==> config.mk <==
export PLATFORM = sky130hd
export DESIGN_NAME = uart_loader
export DESIGN_NICKNAME = d
export VERILOG_FILES = /design/src/rtl/uart_loader.sv
export SDC_FILE = /design/constraint.sdc
export NUM_CORES = 1
export LEC_CHECK = 0
export ABC_AREA = 1
export CAP_MARGIN = 20
export CORE_ASPECT_RATIO = 2
export CORE_MARGIN = 2
export CORE_UTILIZATION = 27
export DETAILED_ROUTE_END_ITERATION = 8
export PLACE_DENSITY_LB_ADDON = 0.3
export SETUP_SLACK_MARGIN = 0.4
export SKIP_LAST_GASP = 1
export SLEW_MARGIN = 5
export SYNTH_ARGS = -nofsm -noshare
export SYNTH_HDL_FRONTEND = slang
export SYNTH_SLANG_ARGS = --single-unit
==> constraint.sdc <==
create_clock -name clk -period 3 [get_ports clk]
set_input_delay 0.9 -clock clk [delete_from_list [all_inputs] [get_ports clk]]
set_output_delay 0.9 -clock clk [all_outputs]
set_load 0.005 [all_outputs]
==> src/rtl/uart_loader.sv <==
// -----------------------------------------------------------------------------
// uart_loader
//
// Consumes the UART receiver's byte stream and parses a program-load frame:
//   SYNC_BYTE, LEN_LO, LEN_HI, LEN x {b0, b1, b2, b3}, CSUM
// Each 4-byte group is assembled little-endian (b0 -> bits [7:0]) and written
// to instruction memory at consecutive word addresses starting at 0. CSUM is the
// low 8 bits of the sum of LEN_LO, LEN_HI and every data byte. The CPU is held
// while a frame is in flight. The result is reported through two sticky flags.
//
// Ports
//   clk            in   system clock
//   rst            in   synchronous, active-high reset
//   rx_byte        in   received byte, meaningful while rx_byte_valid is high
//   rx_byte_valid  in   single-cycle strobe, one per received byte
//   imem_we        out  instruction-memory write enable (one-cycle pulse)
//   imem_addr      out  word address of the write (held between writes)
//   imem_wdata     out  word to write (held between writes)
//   cpu_hold       out  high while a frame is being received
//   load_done      out  sticky: last frame completed with a good checksum
//   load_error     out  sticky: last frame failed (length, checksum, timeout)
// -----------------------------------------------------------------------------
module uart_loader #(
  parameter int          ADDR_WIDTH     = 10,
  parameter logic [7:0]  SYNC_BYTE      = 8'hA5,
  parameter int          TIMEOUT_CYCLES = 1000000
) (
  input  logic                  clk,
  input  logic                  rst,
  input  logic [7:0]            rx_byte,
  input  logic                  rx_byte_valid,
  output logic                  imem_we,
  output logic [ADDR_WIDTH-1:0] imem_addr,
  output logic [31:0]           imem_wdata,
  output logic                  cpu_hold,
  output logic                  load_done,
  output logic                  load_error
);

  typedef enum logic [2:0] {
    S_IDLE,
    S_LEN_LO,
    S_LEN_HI,
    S_DATA,
    S_CSUM,
    S_DONE,
    S_ERR
  } state_t;

  // Largest acceptable word count; one bit wider than LEN so 2**16 still fits.
  localparam logic [16:0] MAX_WORDS = 17'(2 ** ADDR_WIDTH);

  // Inter-byte timer. The exit to ERR is taken on the edge where the count
  // would reach TIMEOUT_CYCLES-1, so the error flag shows up exactly
  // TIMEOUT_CYCLES cycles after the last byte's strobe cycle.
  localparam int              TMO_W    = (TIMEOUT_CYCLES > 2) ? $clog2(TIMEOUT_CYCLES) : 1;
  localparam logic [TMO_W-1:0] TMO_LAST = TMO_W'(TIMEOUT_CYCLES - 2);

  state_t                  state_q;
  logic [7:0]              len_lo_q;
  logic [15:0]             len_q;
  logic [7:0]              sum_q;
  logic [23:0]             asm_q;       // first three bytes of the word in flight
  logic [1:0]              byte_cnt_q;
  logic [15:0]             word_idx_q;
  logic [TMO_W-1:0]        tmo_cnt_q;

  logic                    imem_we_q;
  logic [ADDR_WIDTH-1:0]   imem_addr_q;
  logic [31:0]             imem_wdata_q;
  logic                    cpu_hold_q;
  logic                    load_done_q;
  logic                    load_error_q;

  // Next values that several states share.
  logic [7:0]              sum_d;
  logic [15:0]             len_d;
  logic [31:0]             word_d;
  logic                    in_frame;
  logic                    tmo_hit;

  assign sum_d    = sum_q + rx_byte;
  assign len_d    = {rx_byte, len_lo_q};
  assign word_d   = {rx_byte, asm_q};
  assign in_frame = (state_q == S_LEN_LO) || (state_q == S_LEN_HI) ||
                    (state_q == S_DATA)   || (state_q == S_CSUM);
  // Only consulted when no byte arrives this cycle, so a byte always wins.
  assign tmo_hit  = in_frame && (tmo_cnt_q == TMO_LAST);

  // NOTE: all state below is assigned with <= so every register samples the
  // values from before this edge, regardless of statement order.
  always_ff @(posedge clk) begin
    if (rst) begin
      state_q      <= S_IDLE;
      len_lo_q     <= '0;
      len_q        <= '0;
      sum_q        <= '0;
      asm_q        <= '0;
      byte_cnt_q   <= '0;
      word_idx_q   <= '0;
      tmo_cnt_q    <= '0;
      imem_we_q    <= 1'b0;
      imem_addr_q  <= '0;
      imem_wdata_q <= '0;
      cpu_hold_q   <= 1'b0;
      load_done_q  <= 1'b0;
      load_error_q <= 1'b0;
    end else begin
      // Write enable is a pulse; only the 4th data byte raises it.
      imem_we_q <= 1'b0;

      if (rx_byte_valid) begin
        tmo_cnt_q <= '0;
      end else if (in_frame) begin
        tmo_cnt_q <= tmo_cnt_q + 1'b1;
      end

      case (state_q)
        S_IDLE, S_DONE, S_ERR: begin
          if (rx_byte_valid && (rx_byte == SYNC_BYTE)) begin
            state_q      <= S_LEN_LO;
            sum_q        <= '0;
            byte_cnt_q   <= '0;
            word_idx_q   <= '0;
            cpu_hold_q   <= 1'b1;
            load_done_q  <= 1'b0;
            load_error_q <= 1'b0;
          end
        end

        S_LEN_LO: begin
          if (rx_byte_valid) begin
            len_lo_q <= rx_byte;
            sum_q    <= sum_d;
            state_q  <= S_LEN_HI;
          end else if (tmo_hit) begin
            state_q      <= S_ERR;
            cpu_hold_q   <= 1'b0;
            load_error_q <= 1'b1;
          end
        end

        S_LEN_HI: begin
          if (rx_byte_valid) begin
            len_q <= len_d;
            sum_q <= sum_d;
            if (len_d == 16'd0) begin
              state_q <= S_CSUM;
            end else if ({1'b0, len_d} > MAX_WORDS) begin
              state_q      <= S_ERR;
              cpu_hold_q   <= 1'b0;
              load_error_q <= 1'b1;
            end else begin
              state_q <= S_DATA;
            end
          end else if (tmo_hit) begin
            state_q      <= S_ERR;
            cpu_hold_q   <= 1'b0;
            load_error_q <= 1'b1;
          end
        end

        S_DATA: begin
          if (rx_byte_valid) begin
            sum_q      <= sum_d;
            byte_cnt_q <= byte_cnt_q + 2'd1;
            asm_q      <= {rx_byte, asm_q[23:8]};
            if (byte_cnt_q == 2'd3) begin
              imem_we_q    <= 1'b1;
              imem_addr_q  <= word_idx_q[ADDR_WIDTH-1:0];
              imem_wdata_q <= word_d;
              word_idx_q   <= word_idx_q + 16'd1;
              if (word_idx_q == (len_q - 16'd1)) begin
                state_q <= S_CSUM;
              end
            end
          end else if (tmo_hit) begin
            state_q      <= S_ERR;
            cpu_hold_q   <= 1'b0;
            load_error_q <= 1'b1;
          end
        end

        S_CSUM: begin
          if (rx_byte_valid) begin
            cpu_hold_q <= 1'b0;
            if (rx_byte == sum_q) begin
              state_q     <= S_DONE;
              load_done_q <= 1'b1;
            end else begin
              state_q      <= S_ERR;
              load_error_q <= 1'b1;
            end
          end else if (tmo_hit) begin
            state_q      <= S_ERR;
            cpu_hold_q   <= 1'b0;
            load_error_q <= 1'b1;
          end
        end

        default: begin
          state_q    <= S_IDLE;
          cpu_hold_q <= 1'b0;
        end
      endcase
    end
  end

  assign imem_we    = imem_we_q;
  assign imem_addr  = imem_addr_q;
  assign imem_wdata = imem_wdata_q;
  assign cpu_hold   = cpu_hold_q;
  assign load_done  = load_done_q;
  assign load_error = load_error_q;

endmodule

# == Word level (Yosys, flattened, before mapping) ==
# Index checks and enable logic that the tools add are counted.
# op_classes
n_eq_ne,23
n_reduce_logical,27
magnitude_cmp,1
n_bitwise,2
mux,43
n_addsub,5
# op_table
operator,count
16-bit two-way mux,3
16-bit case mux with 2 select lines,1
3-bit two-way mux,10
"20-bit by 1-bit adder with 20-bit output, second input constant",1
"20-bit equality test, second input constant",1
1-bit two-way mux,18
"16-bit by 1-bit adder with 16-bit output, second input constant",1
16-bit equality test,1
"16-bit by 11-bit greater-than comparator with 1-bit output, second input constant",1
16-bit zero test,1
8-bit two-way mux,2
8-bit case mux with 2 select lines,1
"16-bit by 1-bit subtractor with 16-bit output, second input constant",1
3-bit case mux with 5 select lines,1
3-bit AND reduction,4
4-bit AND reduction,3
"3-bit equality test, second input constant",3
"3-bit by 2-bit inequality test with 1-bit output, second input constant",3
3-bit OR reduction,3
8-bit adder,1
8-bit equality test,1
"8-bit equality test, second input constant",1
"2-bit inequality test, second input constant",4
1-bit case mux with 4 select lines,2
18 further kinds,33
# totals
reg_bits,143
out_inout_bits,46

# == Logic depth before layout (Yosys ltp) ==
# Gate-level depths: netlist of the first run.
# depth
ltp_word,8
mapped_depth,18

# == Worst setup path before layout of the first run ==
# Ideal clock, no wire load.
# synth_timing
path_type,input-to-reg
from,input port rx_byte[0]
to,register sum_q[6]
stages,11
required_time_ns,2.930
arrival_ns,2.238
slack_ns,0.692
cell_sequence,ha_1 > fa_1 > nand2_1 > nand2_1 > a21oi_1 > nor2_1 > nor2_1 > nor2_1 > o21ai_0 > nand3_1 > a21oi_1
# synth_between
elab_chain_len,4
word_cells_on_any_way,7
classes_between,1 x add/sub; 2 x eq/ne; 2 x mux; 2 x reduce/logical
# synth_lines
element,line,text
"start, declared",30,"input logic [7:0] rx_byte,"
branches (longest 4 deep; another with 8-bit adder),--,
"end signal, assigned",134,sum_q <= sum_d;
"end signal, assigned",146,sum_q <= sum_d;
"end signal, assigned",165,sum_q <= sum_d;
"end, declared",62,logic [7:0] sum_q;
# Several ways; the timed one is not identified. The select of a mux whose other input is x is not followed.
# A chain may end at the register's enable or synchronous reset.

# == Worst setup path after layout of the first run ==
# layout_timing
from,input port rx_byte[0]
to,register sum_q[2]
# Same word-level chain as after synthesis.

==> flow_summary_export.csv, run 1 <==
group,metric,value,unit
outcome,status,"completed",
grt,grt_pass1_wl,32.8,mm
pwr,power,5.98,mW
run,max-cap-violations,0,
setup_path,crit_chain,"clkdlybuf4s50_1 -> inv_1 -> nor4_2 -> nand4_1 -> nand2_1 -> buf_4 -> o211ai_2 -> o21ai_0 -> a21oi_1",
routing,routed_via_density,4.63,
grt,grt_usage,16.2,%
logic_synthesis,synth_top_flop_cell,"dfxtp_1",
place,dpl.cell_count,1345,
logic_synthesis,syn_area_per_cell,7.09,sq um
cells_and_area,fin_nets,1052,
floorplan,coreArea,24900,sq um
pwr,p_leak,3.41,nW
setup_path,critPathRequiredTime,3.31,ns
setup_path,critical_path_class,"primary input to register",
logic_synthesis,netlist.area_leader.share,41.9,%
sta,max_slew_margin,64.6,%
setup_path,worst-path-buf-inv,3,
setup_path,timing.reg2reg.setup_slack,0.69,ns
logic_synthesis,ys_ff_latch,143,
logic_synthesis,yosys_warnings,0,
logic_synthesis,async_flop_share,0,%
setup_path,worstReg2RegEnd,"state_q[2]$_SDFFE_PP0P_",
sta,final-hold-violation-count,0,
logic_synthesis,seq_area_frac_synth,41.9,%
routing,wl_per_cell,14.8,microns
setup_path,r2r_start,"len_q[0]$_SDFFE_PP0P_",
setup_path,start_kind,"primary input",
setup_path,cp_max_fo,10,
cts,clockBufferDepth,2,
place,port_buffers,56,
logic_synthesis,synthesis.area,6830,sq um
sta,setup_violations,0,
place,pre_cts_ws,-0.105,ns
cells_and_area,n_fill_cell,2662,
worst_hold_path,min_to,"sum_q[2]$_SDFFE_PP0P_",
sta,rsz0062_at_grt,"true",
pwr,cellPowerDensity,706,nW/um^2
logic_synthesis,synth_cell_types,44,
cells_and_area,area_growth,24.0,%
cells_and_area,final_common_cell,"nand2_1",
worst_hold_path,hold_path.class,"register to register",
setup_path,r2r_cells,15,
sta,skew,0.00727,ns
setup_path,arrival,2.84,ns
grt,grt_max_degree,71,
logic_synthesis,syn_inst,963,
cts,ctsHtreeMaxLevel,4,
floorplan,io_pins,57,
cts,cts_sinks,143,
routing,firstDrtPassIters,4,
cells_and_area,antennaDiodeCount,0,
logic_synthesis,synth_nets,987,
logic_synthesis,synth_area_leaders,"dfxtp_1 42%, a21oi_1 9.1%, nand2_1 9.1%, o21ai_0 8.0%, nor2_1 6.0%",
sta,finalSetupTns,0,ns
cts,clk_latency,0.43,ns
cells_and_area,final_util,34.0,%
floorplan,die_area,26700,sq um
routing,num_vias,6379,
floorplan,initial_core_util,27.4,%
floorplan,die_w,116,microns
setup_path,cp_slowest_stage_delay,0.52,ns
grt,grt_pass1_vias,6252,
logic_synthesis,synth_area_leader_cell,"dfxtp_1",
sta,min_period_over_period,84.4,%
floorplan,num_rows,82,
sta,final.setup.worst_slack,0.467,ns
routing,ant_nets,0,
sta,tightest_slew,0.528,ns
cts,cts_buffers,17,
setup_path,cpLargestDelayFamily,"buffers and inverters",
place,dpl.hpwl,15.9,mm
grt,gr-total-overflow,0,
routing,wirelength,20.3,mm
worst_hold_path,whs_path_depth,2,
cts,postCtsSetupBuffers,0,
cts,cts_tree,"yes",
sta,timing.hold.ws,0.456,ns
routing,drc,0,
cts,root_buffer,"clkbuf_16",
cells_and_area,layout_common_cells,"165 x nand2_1, 143 x dfxtp_1, 123 x a21oi_1",
cells_and_area,drive_gt1_share,8.45,%
routing,drt_iter0_markers,230,
cells_and_area,design_area,8470,sq um
place,place.gp.congestion,0.864,
sta,max_freq,395,MHz
grt,grt_antenna_before_repair,0,
pwr,irDropWorstVdd,0.425,mV
sta,final-max-slew-violation-count,0,
floorplan,die_h,229,microns
cts,clk_pin_slew,0.06,ns
setup_path,critPathSlowestCell,"clkdlybuf4s50_1",
setup_path,endpoint_kind,"register",
sta,layout_min_cycle_time,2.53,ns
worst_hold_path,hold_path.startpoint,"sum_q[2]$_SDFFE_PP0P_",
cts,hold_buffers,0,
cells_and_area,stdcell_count,1377,
place,placed_area,7880,sq um
logic_synthesis,synth_edf_count,0,
[area by class of cell]
type,instances,area (sq um),share of cell area [%]
Clock buffer,18,439,5.19
Clock inverter,14,130,1.54
Inverter,112,420,4.96
Multi-Input combinational cell,672,3400,40.2
Sequential cell,143,2860,33.8
Tap cell,336,420,4.96
Timing Repair Buffer,82,793,9.37
[sequential cells by signal, indices dropped and copies added, names as in the netlist]
name / cells
load_done: 1
byte_cnt_q: 2
state_q: 3
word_idx_q: 16
sum_q: 8
imem_we: 1
len_q: 16
cpu_hold: 1
tmo_cnt_q: 20
load_error: 1
len_lo_q: 8
imem_wdata: 32
asm_q: 24
imem_addr: 10
[layer usage]
metal,GRT usage (%),part of all wire [%],vias to the layer above
li1,-,-,3311
met1,14.7,34,2911
met2,31.7,59,106
met3,2.89,2.2,51
met4,9.45,5.2,0
met5,0,0,-
[worst max path at each step]
stage	start	end	cells after the start
2_1_floorplan	rx_byte[0]	sum_q[6]$_SDFFE_PP0P_	11
3_3_place_gp	rx_byte[0]	word_idx_q[4]$_SDFFE_PP0P_	10
3_5_place_dp	rx_byte[0]	word_idx_q[5]$_SDFFE_PP0P_	10
4_1_cts	rx_byte[0]	word_idx_q[5]$_SDFFE_PP0P_	10
5_1_grt	rx_byte[0]	word_idx_q[5]$_SDFFE_PP0P_	10
6_report	rx_byte[0]	sum_q[2]$_SDFFE_PP0P_	9
[kinds of logic after synthesis]
logic type | after synthesis | share of synthesized area, %
compound gates | 248 | 18.9
xor+xnor | 18 | 2.31
flops | 143 | 41.9
buf+inv | 148 | 8.59
fa+ha+maj | 13 | 2.49
simple gates | 393 | 25.8
[synth_stat cells, types with 2 or more instances]
| cell | instances |
|---|---|
| inv_1 | 107 |
| o211ai_1 | 2 |
| nor2_1 | 109 |
| a211oi_1 | 3 |
| dfxtp_1 | 143 |
| nor2_4 | 2 |
| nand3b_1 | 6 |
| nor4_1 | 3 |
| o21ai_2 | 2 |
| inv_2 | 5 |
| nor3_2 | 2 |
| nor3_1 | 24 |
| buf_2 | 16 |
| nand4_1 | 16 |
| nor2_2 | 2 |
| xnor2_1 | 10 |
| o21ai_0 | 109 |
| nand3_1 | 51 |
| xor2_1 | 8 |
| a21oi_1 | 124 |
| nor3b_1 | 2 |
| nand2_1 | 165 |
| ha_1 | 12 |
| or2_2 | 3 |
| clkbuf_1 | 18 |
[worst register-to-register path, delay by kind of cell (launching register included)]
family,cells,cell delay [ns]
adder cells (fa/ha/maj),1,0.29
buffers and inverters,2,0.21
flip-flops,1,0.35
AND/OR/NAND/NOR,12,1.35
[power by group]
part | internal [mW] | switching (mW) | leakage, nW | total (mW)
clock | 1.17 | 0.866 | 0.283 | 2.04
sequential | 2.05 | 0.133 | 1.16 | 2.19
combinational | 0.607 | 1.15 | 1.97 | 1.76
[repair_timing]
| action | in CTS | in global routing |
|---|---|---|
| pin swaps | 0 | 0 |
| setup endpoints to repair | 4 | 9 |
| gates cloned | 0 | 0 |
| gates resized for setup | 1 | 7 |
(Power assumes the default switching activity.)
==> inputs of run 2 (changes only) <==
- clock period: 3 -> 2.5 ns (I/O delays scaled with it)
==> run 2 against run 1 <==
Effect of this change:
- utilization grew 1.4 points
- sequential cell count stayed put
- via count grew 3.3%
- clock power rose by 25%
- clock skew grew 0.00096 ns
- sequential power grew 21%
- critical endpoint is now load_error
- largest cell class unchanged
==> flow_summary_export.csv, run 2 (synthesis results as in run 1) <==
group,metric,value,unit
sta,max_slew_margin,67.5,%
setup_path,arrival,1.32,ns
floorplan,initial_core_util,27.4,%
place,place.gp.congestion,0.924,
grt,gr-total-overflow,0,
place,dpl.hpwl,16.4,mm
sta,final.setup.worst_slack,0.432,ns
setup_path,crit_chain,"clkdlybuf4s50_1",
cells_and_area,final_util,35.4,%
cells_and_area,final_common_cell,"nand2_1",
routing,drt_iter0_markers,355,
setup_path,start_kind,"register",
sta,layout_min_cycle_time,2.07,ns
sta,final-hold-violation-count,0,
cells_and_area,drive_gt1_share,14.0,%
routing,num_vias,6590,
place,dpl.cell_count,1373,
cts,cts_tree,"yes",
cells_and_area,antennaDiodeCount,0,
setup_path,r2r_cells,8,
cts,hold_buffers,0,
setup_path,worst-path-buf-inv,1,
setup_path,critical_path_class,"register to primary output",
cells_and_area,fin_nets,1081,
cells_and_area,largest_reg_flops,32,
routing,wirelength,21.2,mm
setup_path,r2r_start,"word_idx_q[5]$_SDFFE_PP0P_",
setup_path,endpoint_kind,"primary output",
pwr,p_leak,3.62,nW
routing,drc,0,
sta,tightest_slew,0.487,ns
setup_path,setup.worst_path.end,"load_error",
cells_and_area,stdcell_count,1405,
cts,ctsHtreeMaxLevel,4,
pwr,irDropWorstVdd,0.488,mV
cts,cts_buffers,17,
sta,max_freq,484,MHz
grt,grt_usage,16.5,%
sta,setup_violations,0,
setup_path,worst-path-stages,1,
sta,rsz0062_at_grt,"true",
cts,clk_pin_slew,0.06,ns
setup_path,cp_max_fo,3,
grt,grt_pass1_wl,33.1,mm
routing,wl_per_cell,15.1,microns
routing,ant_nets,0,
setup_path,critPathSlowestCell,"clkdlybuf4s50_1",
sta,min_period_over_period,82.7,%
cells_and_area,layout_common_cells,"161 x nand2_1, 133 x dfxtp_1, 123 x a21oi_1",
cts,root_buffer,"clkbuf_16",
grt,grt_antenna_before_repair,0,
cts,clk_latency,0.44,ns
floorplan,die_area,26700,sq um
routing,firstDrtPassIters,7,
grt,grt_max_degree,61,
cells_and_area,area_growth,29.2,%
cts,clockBufferDepth,2,
grt,grt_pass1_vias,6466,
sta,skew,0.00823,ns
setup_path,critPathRequiredTime,1.75,ns
sta,finalSetupTns,0,ns
place,port_buffers,56,
setup_path,crit_start,"load_error$_SDFFE_PP0P_",
worst_hold_path,hold_path.class,"register to register",
floorplan,die_h,229,microns
outcome,status,"completed",
setup_path,cpLargestDelayFamily,"buffers and inverters",
floorplan,num_rows,82,
cts,cts_sinks,143,
sta,final-max-slew-violation-count,0,
routing,routed_via_density,4.69,
floorplan,coreArea,24900,sq um
place,pre_cts_ws,-0.307,ns
pwr,cellPowerDensity,859,nW/um^2
floorplan,die_w,116,microns
setup_path,cp_slowest_stage_delay,0.50,ns
setup_path,timing.reg2reg.setup_slack,0.55,ns
floorplan,io_pins,57,
run,max-cap-violations,0,
setup_path,worstReg2RegEnd,"word_idx_q[15]$_SDFFE_PP0P_",
## run 2: changes by cell type in the layout (fill, tap and decap cells not counted), moves of 4 or more
cell	previous run	this run
buf_4	23	50
clkdlybuf4s50_1	56	44
dfxtp_1	143	133
dfxtp_2	0	8
dlygate4sd2_1	0	7
inv_1	106	101
inv_2	6	11
dlymetal6s2s_1	0	4
nand2_1	165	161
nor2_1	107	103
nor3_1	24	20
nor3_2	2	6
## run 2: worst min-delay path by stage
stage	startpoint	end	slack [ns]	cells after the start
6_report	sum_q[5]$_SDFFE_PP0P_	sum_q[5]$_SDFFE_PP0P_	0.46	2
5_1_grt	asm_q[13]$_SDFFE_PP0P_	imem_wdata[13]$_SDFFE_PP0P_	0.49	2
4_1_cts	sum_q[5]$_SDFFE_PP0P_	sum_q[5]$_SDFFE_PP0P_	0.47	2
3_5_place_dp	sum_q[2]$_SDFFE_PP0P_	sum_q[2]$_SDFFE_PP0P_	0.46	2
3_3_place_gp	sum_q[2]$_SDFFE_PP0P_	sum_q[2]$_SDFFE_PP0P_	0.45	2
2_1_floorplan	sum_q[2]$_SDFFE_PP0P_	sum_q[2]$_SDFFE_PP0P_	0.43	2
## run 2: per-stage QoR
step	total power, mW	hold slack, ns	cell area, sq um
6_report	7.58	0.461	8820
5_1_grt	8.05	0.494	8820
4_1_cts	7.60	0.469	8750
3_5_place_dp	4.95	0.456	8080
3_3_place_gp	4.93	0.448	8080
2_1_floorplan	4.17	0.427	6830
## run 2: report_power, final
part           switching (mW)  total (mW)  internal (mW)
logic                    1.48        2.41          0.927
registers               0.170        2.64           2.47
clock network            1.02        2.54           1.52
## run 2: cell type report
class	count	area, sq um
Tap cell	336	420
Timing Repair Buffer	111	1010
Sequential cell	143	2880
Multi-Input combinational cell	672	3510
Clock buffer	19	453
Fill cell	2652	16100
Inverter	112	420
Clock inverter	12	133
## run 2: timing repair
item | 4_1_cts | 5_1_grt
pin swaps | 7 | 9
gates cloned | 0 | 0
setup endpoints to repair | 40 | 18
buffers inserted | 0 | 1
resized for setup | 38 | 24
## run 2: metal layers
| layer | global-route usage [%] | vias to the layer above | part of all wire (%) |
|---|---|---|---|
| li1 | - | 3376 | - |
| met1 | 14.4 | 3031 | 34 |
| met2 | 32.4 | 125 | 58 |
| met3 | 3.16 | 58 | 2.4 |
| met4 | 10.5 | 0 | 6.0 |
| met5 | 0 | - | 0 |
==> RTL edit: new RTL, settings of run 1 <==
Re-encode `state_t` (7 states) as Gray code, 3 bits wide.
--- a/src/rtl/uart_loader.sv
+++ b/src/rtl/uart_loader.sv
@@ -38,13 +38,13 @@
 );
 
   typedef enum logic [2:0] {
-    S_IDLE,
-    S_LEN_LO,
-    S_LEN_HI,
-    S_DATA,
-    S_CSUM,
-    S_DONE,
-    S_ERR
+    S_IDLE   = 3'b000,
+    S_LEN_LO = 3'b001,
+    S_LEN_HI = 3'b011,
+    S_DATA   = 3'b010,
+    S_CSUM   = 3'b110,
+    S_DONE   = 3'b111,
+    S_ERR    = 3'b101
   } state_t;
 
   // Largest acceptable word count; one bit wider than LEN so 2**16 still fits.
Check against the original RTL: same outputs for any inputs over 4 cycles, from zero or initial values and one cycle with rst high; so few cycles prove little.
==> RTL edit against run 1 <==
- global-route usage is 0.68 points lower
- power fell by 0.50%
- sequential cell count did not move
- wire length shrank 4.1%
- count of clock-buffer cells in the layout increased by 1
- area after synthesis decreased by 2.1%
- cell area down 1.3%
- worst setup slack better by 0.070 ns
- first-iteration DRC count up 90%
- synthesized cell count shrank 4.3%
- critical endpoint is now sum_q[6]
- highest routed layer unchanged
==> RTL edit: results (changes against run 1) <==
Leak = 3.41 nW (about the same)
adder-cell share of the synthesized area = 2.55% (+0.055 points)
Hold Worst Slack = 0.473 ns (+0.0164 ns)
DP Wirelength = 15000 µm (-5.9%)
Max IR drop VDD = 0.000402 V (-5.3%)
sequential area share after synthesis = 42.8% (+0.92 points)
CTS Buf Count = 17 (unchanged)
final wirelength = 19500 µm (-4.1%)
R2R depth = 16 (+1)
cells taking the most area after synthesis = dfxtp_1, a21oi_1, o21ai_0, nand2_1, nor2_1
area fraction in compound gates after synthesis = 19.5% (+0.58 points)
Post-Synth XOR/XNOR Area = 3.15% (+0.84 points)
Post-Syn Nets = 946 (-4.2%)
hold depth = 2 (unchanged)
Worst-path clk slew = 0.06 ns (about the same)
Worst Tran Pin Value = 0.530 ns (+0.00175 ns)
total vias in the final route = 6166 (-3.3%)
pin count of the biggest net entering global routing = 88 (+24%)
worst min path class = flip-flop to flip-flop
CP Launch Point = rx_byte[0]
CP Data Arrival Time = 2.83 ns (about the same)
RR Startpoint = len_q[0]
DR iter-0 viols = 436 (+90%)
clock root buffer master = clkbuf_16
CTS max path bufs = 2 (unchanged)
Hold Path Origin = sum_q[2]
most instantiated cells after synthesis = dfxtp_1, nand2_1, nor2_1, a21oi_1, o21ai_0
multiplexer share of the synthesized area = 0% (unchanged)
port bufs = 56 (unchanged)
max reg flops = 32 (unchanged)
htree depth = 4 (unchanged)
Yosys Warn Count = 0 (unchanged)
status = completed
r2r endpoint = state_q[2]
worst skew pair latency = 0.43 ns (about the same)
worst-path maximum fanout = 2 (-8)
final-stage net count = 1017 (-3.3%)
pre-CTS setup slack = 0.0481 ns (+0.153 ns)
post-synthesis cell type count = 43 (-2.3%)
first-pass GRT wire length = 30500 µm (-6.9%)
worst hold path endpoint = sum_q[2]
gr usage total = 15.5% (-0.68 points)
clock skew = 0.00650 ns (-0.000765 ns)
R2R setup slack = 0.77 ns (+0.08 ns)
Final GP Congestion = 0.884 (+2.3%)
initial antenna violation count = 0 (unchanged)
vias in the first global route = 6030 (-3.6%)
diodes inserted = 0 (unchanged)
DRC Markers = 0 (unchanged)
Synth async-reset ratio = 0% (unchanged)
layout cell share with drive strength beyond 1 = 9.84% (+1.4 points)
==> RTL edit: cell types whose count changed in the layout (fill, tap and decap cells not counted), sizes merged, moves of 6 or more <==
cell	delta
xor2	+11
o21ai	+7
nor2	+26
nand2	-30
a21oi	-11
nand4	-6
inv	-11
nand3	-21
==> RTL edit: metal layers <==
metal	wire length (µm)	GRT usage [%]	up-vias
met4	707	7.81	0
li1	-	-	3194
met5	0	0	-
met3	528	3.23	41
met1	6990	14.4	2833
met2	11300	30.6	98
==> RTL edit: worst max-delay path by stage <==
stage / to / slack (ns) / cells after the start
final: sum_q[6] / 0.54 / 12
after global routing: sum_q[6] / 0.37 / 12
after CTS: sum_q[6] / 0.50 / 12
after detailed placement: sum_q[6] / 0.05 / 12
after global placement: sum_q[6] / 0.02 / 12
after floorplan: sum_q[6] / 0.64 / 11
==> RTL edit: critical path, stage by stage <==
cell and delay [ns]:
clkdlybuf4s50_1 0.42, ha_1 0.23, fa_1 0.40, nand2_1 0.09, nand2_1 0.06, a21oi_2 0.14
nor2_1 0.07, o21ai_1 0.11, nand2_1 0.07, a21oi_1 0.11, o21ai_0 0.09, a21oi_1 0.12
==> RTL edit: what timing repair did <==
| item | in CTS | in global routing |
|---|---|---|
| hold buffers | 0 | 0 |
| gates resized for setup | 0 | 4 |
| buffers inserted | 0 | 1 |
| setup endpoints to repair | 0 | 6 |
==> RTL edit: final cells by class <==
class	instances	area [µm²]
Sequential cell	143	2860
Inverter	103	389
Timing Repair Buffer	83	791
Multi-Input combinational cell	645	3300
Clock buffer	19	443
Fill cell	2590	16100
Tap cell	332	415
Clock inverter	13	153
==> RTL edit: kinds of logic after synthesis <==
family,after synthesis
simple gates,359
compound gates,249
fa+ha+maj,13
flops,143
xor+xnor,24
buf+inv,134
==> RTL edit: power breakdown <==
| part | internal, W | switching [W] |
|---|---|---|
| clock | 0.00126 | 0.000880 |
| combinational | 0.000560 | 0.00107 |
| sequential | 0.00206 | 0.000114 |
==> RTL edit: metrics by stage <==
step           area [µm²]  std cells
6_report             8360       1338
2_1_floorplan        6680        922
3_5_place_dp         7740       1305
3_3_place_gp         7740       1305
5_1_grt              8360       1338
4_1_cts              8340       1337
